<file path="config.mk">
export PLATFORM = sky130hd
export DESIGN_NAME = sr_reader_flat
export DESIGN_NICKNAME = d
export VERILOG_FILES = /design/src/rtl/sr_pkg.sv /design/src/rtl/sr_reader_if.sv /design/src/rtl/sync_2ff.sv /design/src/rtl/sr_reader.sv /design/src/flat_wrapper.sv
export SDC_FILE = /design/constraint.sdc
export NUM_CORES = 1
export LEC_CHECK = 0
export ABC_AREA = 1
export BUFFER_PORTS_ARGS = -buffer_cell sky130_fd_sc_hd__buf_2
export CAP_MARGIN = 10
export CORE_MARGIN = 5
export CORE_UTILIZATION = 35
export CTS_CLUSTER_SIZE = 12
export DETAILED_ROUTE_END_ITERATION = 10
export GPL_ROUTABILITY_DRIVEN = 0
export PLACE_DENSITY_LB_ADDON = 0.05
export SETUP_SLACK_MARGIN = 0.3
export SYNTH_ARGS = -nofsm -noshare
export SYNTH_HDL_FRONTEND = slang
export SYNTH_HIERARCHICAL = 1
export SYNTH_SLANG_ARGS = --single-unit
</file>
<file path="constraint.sdc">
create_clock -name clk -period 2.9 [get_ports clk]
set_clock_uncertainty 0.1 [all_clocks]
set_input_delay 0.58 -clock clk [delete_from_list [all_inputs] [get_ports clk]]
set_output_delay 0.58 -clock clk [all_outputs]
set_load 0.01 [all_outputs]
</file>
<file path="src/rtl/sr_pkg.sv">
// Shared types for the shift-register chain reader (and later the driver).
package sr_pkg;

    typedef enum logic [1:0] {
        StIdle,
        StLoad,
        StSettle,
        StShift
    } sr_state_t;

    localparam int unsigned SyncDepth = 2;

endpackage

</file>
<file path="src/rtl/sr_reader_if.sv">
// Host-side bus of sr_reader: frame request plus the captured word and its strobes.
interface sr_reader_if #(
    parameter int unsigned w_data = 16
) ();

    logic              start;
    logic [w_data-1:0] data;
    logic              valid;
    logic              busy;

    modport master (
        output start,
        input  data,
        input  valid,
        input  busy
    );

    modport slave (
        input  start,
        output data,
        output valid,
        output busy
    );

endinterface

</file>
<file path="src/rtl/sync_2ff.sv">
// Single-bit flop-chain synchronizer for the asynchronous serial input.
module sync_2ff
    import sr_pkg::*;
(
    input  logic clk,
    input  logic rst,
    input  logic d,
    output logic q
);

    logic [SyncDepth-1:0] sync_q;
    logic [SyncDepth-1:0] sync_d;

    always_comb begin
        sync_d = {sync_q[SyncDepth-2:0], d};
    end

    always_ff @(posedge clk) begin
        if (rst) begin
            sync_q <= '0;
        end else begin
            sync_q <= sync_d;
        end
    end

    assign q = sync_q[SyncDepth-1];

endmodule

</file>
<file path="src/rtl/sr_reader.sv">
// Reads a 74HC165-style chain: load strobe, then w_data shift clocks, MSB first,
// presenting the word with a one-cycle valid strobe.
module sr_reader
    import sr_pkg::*;
#(
    parameter int unsigned w_data  = 16,
    parameter int unsigned clk_div = 4
) (
    input  logic         clk,
    input  logic         rst,
    sr_reader_if.slave   bus,
    output logic         sr_pl_n,
    output logic         sr_clk,
    input  logic         sr_q
);

    localparam int unsigned PhaseW = $clog2(clk_div);
    localparam int unsigned BitW   = $clog2(w_data);
    localparam logic [PhaseW-1:0] PhaseLast = PhaseW'(clk_div - 1);
    localparam logic [BitW-1:0]   BitLast   = BitW'(w_data - 1);

    sr_state_t         state_q, state_d;
    logic [PhaseW-1:0] phase_q, phase_d;
    logic [BitW-1:0]   bit_q, bit_d;
    logic [w_data-1:0] shreg_q, shreg_d;
    logic [w_data-1:0] data_q, data_d;
    logic              valid_q, valid_d;
    logic              pl_n_q, pl_n_d;
    logic              sr_clk_q, sr_clk_d;
    logic              busy_q, busy_d;
    logic              q_s;
    logic              phase_end;

    sync_2ff u_sync (
        .clk (clk),
        .rst (rst),
        .d   (sr_q),
        .q   (q_s)
    );

    assign phase_end = (phase_q == PhaseLast);

    always_comb begin
        state_d  = state_q;
        phase_d  = phase_q;
        bit_d    = bit_q;
        shreg_d  = shreg_q;
        data_d   = data_q;
        valid_d  = 1'b0;
        pl_n_d   = pl_n_q;
        sr_clk_d = sr_clk_q;

        unique case (state_q)
            StIdle: begin
                pl_n_d   = 1'b1;
                sr_clk_d = 1'b0;
                if (bus.start) begin
                    state_d = StLoad;
                    pl_n_d  = 1'b0;
                    phase_d = '0;
                end
            end
            StLoad: begin
                if (phase_end) begin
                    state_d = StSettle;
                    pl_n_d  = 1'b1;
                    phase_d = '0;
                end else begin
                    phase_d = phase_q + 1'b1;
                end
            end
            StSettle: begin
                if (phase_end) begin
                    state_d = StShift;
                    phase_d = '0;
                    bit_d   = '0;
                end else begin
                    phase_d = phase_q + 1'b1;
                end
            end
            StShift: begin
                if (!phase_end) begin
                    phase_d = phase_q + 1'b1;
                end else begin
                    phase_d = '0;
                    if (!sr_clk_q) begin
                        // Sample at the end of the low phase, just before the chain shifts.
                        shreg_d  = {shreg_q[w_data-2:0], q_s};
                        sr_clk_d = 1'b1;
                    end else begin
                        sr_clk_d = 1'b0;
                        if (bit_q == BitLast) begin
                            state_d = StIdle;
                            data_d  = shreg_q;
                            valid_d = 1'b1;
                        end else begin
                            bit_d = bit_q + 1'b1;
                        end
                    end
                end
            end
            default: state_d = StIdle;
        endcase

        busy_d = (state_d != StIdle);
    end

    always_ff @(posedge clk) begin
        if (rst) begin
            state_q  <= StIdle;
            phase_q  <= '0;
            bit_q    <= '0;
            shreg_q  <= '0;
            data_q   <= '0;
            valid_q  <= 1'b0;
            pl_n_q   <= 1'b1;
            sr_clk_q <= 1'b0;
            busy_q   <= 1'b0;
        end else begin
            state_q  <= state_d;
            phase_q  <= phase_d;
            bit_q    <= bit_d;
            shreg_q  <= shreg_d;
            data_q   <= data_d;
            valid_q  <= valid_d;
            pl_n_q   <= pl_n_d;
            sr_clk_q <= sr_clk_d;
            busy_q   <= busy_d;
        end
    end

    assign sr_pl_n   = pl_n_q;
    assign sr_clk    = sr_clk_q;
    assign bus.data  = data_q;
    assign bus.valid = valid_q;
    assign bus.busy  = busy_q;

endmodule
</file>
<file path="src/flat_wrapper.sv">
// flat-port wrapper written by rule: the top's interface ports become plain ports
module sr_reader_flat import sr_pkg::*;
#(
    parameter int unsigned w_data  = 16,
    parameter int unsigned clk_div = 4
)
  (clk, rst, sr_pl_n, sr_clk, sr_q, bus_start, bus_data, bus_valid, bus_busy);
  sr_reader_if #(.w_data(w_data)) bus_i ();
  input  logic clk;
  input  logic rst;
  output logic sr_pl_n;
  output logic sr_clk;
  input  logic sr_q;
  input wire logic [$bits(bus_i.start)-1:0] bus_start;
  output wire logic [$bits(bus_i.data)-1:0] bus_data;
  output wire logic [$bits(bus_i.valid)-1:0] bus_valid;
  output wire logic [$bits(bus_i.busy)-1:0] bus_busy;
  assign bus_i.start = bus_start;
  assign bus_data = bus_i.data;
  assign bus_valid = bus_i.valid;
  assign bus_busy = bus_i.busy;
  sr_reader #(.w_data(w_data), .clk_div(clk_div)) u_core (.clk(clk), .rst(rst), .bus(bus_i), .sr_pl_n(sr_pl_n), .sr_clk(sr_clk), .sr_q(sr_q));
endmodule
</file>
==> results.tsv, run 1 <==
metric	value	unit
outcome	complete, no violations	
diodes	0	
tightest_slew	696	ps
synth_cells	223	
first_iter_violations	62	
crit_path_start	u_core/phase_q[0]$_SDFFE_PP0P_	
nNetsFinal	252	
drtPass1Iterations	4	
synth_area_leaders	dfxtp_1, nor2_1, o21ai_0	
synth_cell_types	19	
worst-setup-path-type	register to register	
cts_resized	0	
via_per_inst	4.41	
dp_slack	1010	ps
antenna_found_initial	0	
critPathLaunchType	register	
num_vias	1386	
worstPathRequired	2990	ps
vdd_drop_max	0.176	mV
hpwl	2200	µm
wl_per_cell	10.4	µm
hp-class	register to register	
setup-tns-final	0	ps
htreeDepth	2	
die_h	80.0	µm
grt_pass1_wl	5800	µm
whs_endpoint	u_core/u_sync/sync_q[1]$_SDFF_PP0_	
layout_commonest_cell	nor2_1	
wirelength	3280	µm
antenna_left	0	
fmax	538	MHz
drv_slew	0	
synth_area	1720	µm²
fin_ws	1040	ps
r2r-start	u_core/phase_q[0]$_SDFFE_PP0P_	
ys_seq_area_share	53.7	%
cts_buffers	5	
yosysTopAreaCellShare	53.7	%
drive_gt1_share	15.0	%
tritoncts	built	
grt_max_degree	36	
yosysWarnings	6	
grt_pass1_vias	1296	
r2r_cells	6	
maxCapViolations	0	
cts-root-buf	clkbuf_8	
fin_crit	1860	ps
fill_cells	547	
hp-start	u_core/u_sync/sync_q[0]$_SDFF_PP0_	
crit_fanout	20	
syn_avg_cell_area	7.69	µm²
slew_headroom	53.5	%
area_growth	15.2	%
die-area	6400	µm²
grt.total_usage	11.5	%
synth_seq_cells	46	
mostFrequentLayoutCells	nor2_1, dfxtp_1, o21ai_0	
die_w	80.0	µm
syn_nets	229	
hold_viol	0	
holdBufCountCts	0	
core	4750	µm²
yosysTopAreaCell	dfxtp_1	
cts.sink_count	46	
grt_setup_unrepaired	false	
io_buffers	23	
leakage	0.915	nW
row_count	25	
min_delay_path_depth	2	
grt_overflow	0	
drcViolationCount	0	
ff2ff_setup_slack	1040	ps
end_kind	register	
initial_core_util	36.1	%
final_util	41.6	%
cts.clk_slew.worst_paths	80	ps
io-pin-count	24	
post_cts_buffers	0	
reg2reg_to	u_core/bus.data[15]$_SDFFE_PP0P_	
setup_viol	0	
arrival	1950	ps
cts_max_path_buffers	2	
clk-insertion-delay-late	300	ps
period_share	64.1	%
p_per_area	582	nW/µm²
==> how the worst max path moves through the flow <==
stage / end / slack [ps] / cells past startpoint
floorplan: u_core/bus.data[10]$_SDFFE_PP0P_ / 1500 / 9
global placement: u_core/bus.data[7]$_SDFFE_PP0P_ / 1080 / 7
detailed placement: u_core/bus.data[6]$_SDFFE_PP0P_ / 1010 / 7
CTS: u_core/bus.data[6]$_SDFFE_PP0P_ / 980 / 7
global route: u_core/bus.data[12]$_SDFFE_PP0P_ / 820 / 7
finish: u_core/bus.data[15]$_SDFFE_PP0P_ / 1040 / 6
==> worst max-delay path, cell delays in order, from the launching register on <==
cell and delay (ps):
dfxtp_1 360, ha_1 270, nand2_1 90, nor2_2 100, nand2_1 410, o21ai_0 360, nor2_1 60
==> cell type report <==
cell class                 count  area (µm²)  share of cell area, %
inverter                      15        61.3                   3.10
sequential                    46         921                   46.6
multi-input combinational    154         677                   34.3
timing repair buffer          24         123                   6.21
clock inverter                 2        37.5                   1.90
clock buffer                   6        72.6                   3.67
tap                           67        83.8                   4.24
==> flip-flops by register name, indices dropped and copies added, names as in the netlist <==
register / flops
u_core/bus.data: 16
u_core/shreg_q: 16
u_core/bit_q: 4
u_core/phase_q: 2
u_core/state_q: 2
u_core/u_sync/sync_q: 2
u_core/bus.busy: 1
u_core/bus.valid: 1
u_core/sr_clk: 1
u_core/sr_pl_n: 1
==> synth_stat cells, drive strengths merged <==
master and instances:
nor2 81, dfxtp 46, o21ai 34, nand2 21, inv 15, a21oi 7
nand3 6, buf 4, clkbuf 4, ha 2, nor3 1, o211ai 1
xnor2 1
==> per-layer routing <==
layer | routed length [µm] | part of all wire (%) | global-route usage [%] | up-vias
met5 | 0 | 0 | 0 | -
met4 | 51 | 1.6 | 4.05 | 0
met3 | 154 | 4.7 | 3.84 | 5
met2 | 1400 | 43 | 17.8 | 21
met1 | 1670 | 51 | 14.8 | 611
li1 | - | - | - | 749
==> where the power goes <==
part / leakage (nW) / internal, mW / total [mW] / switching (mW)
clock network: 0.0514 / 0.257 / 0.470 / 0.213
logic: 0.491 / 0.0135 / 0.0388 / 0.0253
registers: 0.372 / 0.638 / 0.642 / 0.00368
==> metrics by stage <==
| step | total power, mW | area [µm²] | hold WS [ps] | instances |
|---|---|---|---|---|
| final | 1.15 | 1980 | 309 | 314 |
| after detailed placement | 0.696 | 1870 | 302 | 306 |
| after global routing | 1.21 | 1980 | 348 | 314 |
| after floorplan | 0.683 | 1720 | 288 | 223 |
| after global placement | 0.697 | 1870 | 308 | 306 |
| after CTS | 1.17 | 1980 | 314 | 314 |
==> cell families (layout without fill, tap and decap cells) <==
logic type               Yosys count  in the layout  synth area share, %
AND/OR/NAND/NOR                  109            109                 25.1
AO/OA/AOI/OAI                     42             42                 12.4
buffers and inverters             23             47                 6.86
adder cells (fa/ha/maj)            2              2                 1.46
XOR/XNOR                           1              1                0.511
flip-flops                        46             46                 53.7
No activity file was read; power rests on OpenSTA's default activity.
==> run 2, diff against run 1 <==
--- a/config.mk
+++ b/config.mk
@@ -5,7 +5,7 @@
 export SDC_FILE = /design/constraint.sdc
 export NUM_CORES = 1
 export LEC_CHECK = 0
-export ABC_AREA = 1
+export ABC_AREA = 0
 export BUFFER_PORTS_ARGS = -buffer_cell sky130_fd_sc_hd__buf_2
 export CAP_MARGIN = 10
 export CORE_MARGIN = 5
==> constraint.sdc (replaced) <==
create_clock -name clk -period 1.6 [get_ports clk]
set_clock_uncertainty 0.1 [all_clocks]
set_input_delay 0.32 -clock clk [delete_from_list [all_inputs] [get_ports clk]]
set_output_delay 0.32 -clock clk [all_outputs]
set_load 0.01 [all_outputs]
==> results.tsv, run 2 <==
metric	value	unit	change
outcome	complete, no violations		
grt_pass1_vias	1491		+15%
setup-tns-final	0	ps	unchanged
drive_gt1_share	25.3	%	+10 points
total_power	1.94	mW	+69%
io-pin-count	24		unchanged
cts.sink_count	46		unchanged
cts-root-buf	clkbuf_8		
slew_headroom	73.1	%	+20 points
yosysTopAreaCellShare	50.5	%	-3.2 points
cts_max_path_buffers	2		unchanged
first_iter_violations	76		+23%
via_per_inst	4.98		+13%
crit_fanout	9		-55%
ys_seq_area_share	50.5	%	-3.2 points
grt_setup_unrepaired	true		
synth_seq_cells	46		unchanged
diodes	0		unchanged
drtPass1Iterations	4		unchanged
synth_area_leaders	dfxtp_1, a21oi_1, nand2_1		
async_reset_ff_share	0	%	unchanged
synth_edf_count	0		unchanged
synth_top_flop_cell	dfxtp_1		
grt_pass1_wl	7040	µm	+22%
synth_cell_types	32		+13
worst-setup-path-type	register to register		
nNetsFinal	242		-4.0%
vdd_drop_max	0.319	mV	+81%
hold_viol	0		unchanged
grt.total_usage	13.6	%	+2.1 points
synth_common_cells	dfxtp_1, a21oi_1, nand2_1, nand3_1, o21ai_0		
clk-insertion-delay-late	290	ps	about the same
antenna_found_initial	0		unchanged
core	5070	µm²	+6.7%
synth_area	1820	µm²	+6.3%
yosysTopAreaCell	dfxtp_1		
end_kind	register		
die_h	82.2	µm	+2.7%
leakage	0.811	nW	-11%
num_vias	1528		+10%
p_clk_share	36.7	%	-4.1 points
mostFrequentLayoutCells	a21oi_1, dfxtp_1, nand2_1		
grt_overflow	0		unchanged
antenna_left	0		unchanged
switching_power	0.413	mW	+71%
stdcell_count	307		-2.2%
tritoncts	built		
layout_commonest_cell	a21oi_1		
hold_slack	157	ps	-152 ps
top_layer	met4		
fill_cells	525		-4.0%
io_buffers	23		unchanged
fin_crit	1400	ps	-461 ps
seq_power_share	59.9	%	+4.1 points
wirelength	4040	µm	+23%
dp.cells	293		-4.2%
wl_per_cell	13.1	µm	+26%
die_w	82.2	µm	+2.7%
combPwrFrac	3.4	%	about the same
area_growth	20.6	%	
wl_met1	1970	µm	+18%
die-area	6750	µm²	+5.5%
hpwl	2540	µm	+15%
cts.clk_slew.worst_paths	80	ps	about the same
met2_length	1890	µm	+35%
wl_met3	150	µm	-2.6%
grt_max_degree	25		-31%
htreeDepth	2		unchanged
drv_slew	0		unchanged
period_share	87.3	%	+23 points
syn_nets	216		-5.7%
synth_cells	210		-5.8%
initial_core_util	35.9	%	-0.16 points
post-synth-top-count-cell	dfxtp_1		
fmax	716	MHz	+33%
tightest_slew	404	ps	-292 ps
p_int	1.53	mW	+68%
drcViolationCount	0		unchanged
worstPathRequired	1720	ps	-1270 ps
row_count	26		+4.0%
yosysWarnings	6		unchanged
hp-class	input port to register		
switching_share	21.3	%	+0.25 points
setup_viol	0		unchanged
cts_buffers	5		unchanged
maxCapViolations	0		unchanged
syn_avg_cell_area	8.68	µm²	+13%
critPathLaunchType	register		
p_per_area	884	nW/µm²	+52%
arrival	1520	ps	-430 ps
==> run 2: metrics by stage <==
stage	area, µm²	setup WS, ps	util [%]
after global placement	2030	146	40.1
final	2200	203	43.3
after global routing	2200	114	43.3
after detailed placement	2030	130	40.1
after floorplan	1900	247	-
after CTS	2190	208	43.2
==> run 2: layer usage <==
| layer | up-vias | GRT usage [%] |
|---|---|---|
| li1 | 789 | - |
| met1 | 714 | 18.1 |
| met2 | 22 | 21.3 |
| met3 | 3 | 3.25 |
| met4 | 0 | 5.32 |
| met5 | - | 0 |
==> run 2: final cells by class <==
class                      instances  area (µm²)  area share [%]
sequential                        46         932            42.4
multi-input combinational        148         851            38.7
timing repair buffer              34         233            10.6
tap                               70        87.6            3.98
clock buffer                       7        86.3            3.93
clock inverter                     1        5.00           0.228
inverter                           1        3.75           0.171
==> run 2: power groups by stage <==
stage          Sequential [mW]  Clock [mW]  Combinational [mW]
6_report                  1.16       0.713              0.0657
5_1_grt                   1.17       0.799              0.0735
4_1_cts                   1.16       0.751              0.0664
3_5_place_dp              1.19           0              0.0649
3_3_place_gp              1.19           0              0.0646
2_1_floorplan             1.19           0              0.0424
==> run 2: final timing paths <==
path	endpoint	slack, ps	startpoint	cells past startpoint
max	u_core/bit_q[1]$_SDFFE_PP0P_	200	u_core/phase_q[0]$_SDFFE_PP0P_	4
min	u_core/u_sync/sync_q[0]$_SDFF_PP0_	160	sr_q	2
max reg2reg	u_core/bit_q[1]$_SDFFE_PP0P_	200	u_core/phase_q[0]$_SDFFE_PP0P_	4
min reg2reg	u_core/shreg_q[0]$_SDFFE_PP0P_	360	u_core/u_sync/sync_q[1]$_SDFF_PP0_	2
==> run 2: critical path, cell delays in order (launching register included) <==
cell     delay [ps]
dfxtp_2         360
ha_4            220
nand3_4         120
or3b_1          390
a21oi_1         140
==> run 2: cells by family after synthesis <==
group | count (synthesis) | synth area share [%]
simple gates | 78 | 22.1
compound gates | 67 | 19.2
flops | 46 | 50.5
buf+inv | 17 | 6.79
fa+ha+maj | 2 | 1.37
==> run 2: timing repair <==
item | CTS | global route
gates cloned | 1 | 0
pin swaps | 2 | 0
resized for setup | 8 | 1
setup buffers | 4 | 1
hold buffers | 0 | 0
endpoints found under the setup margin | 42 | 43
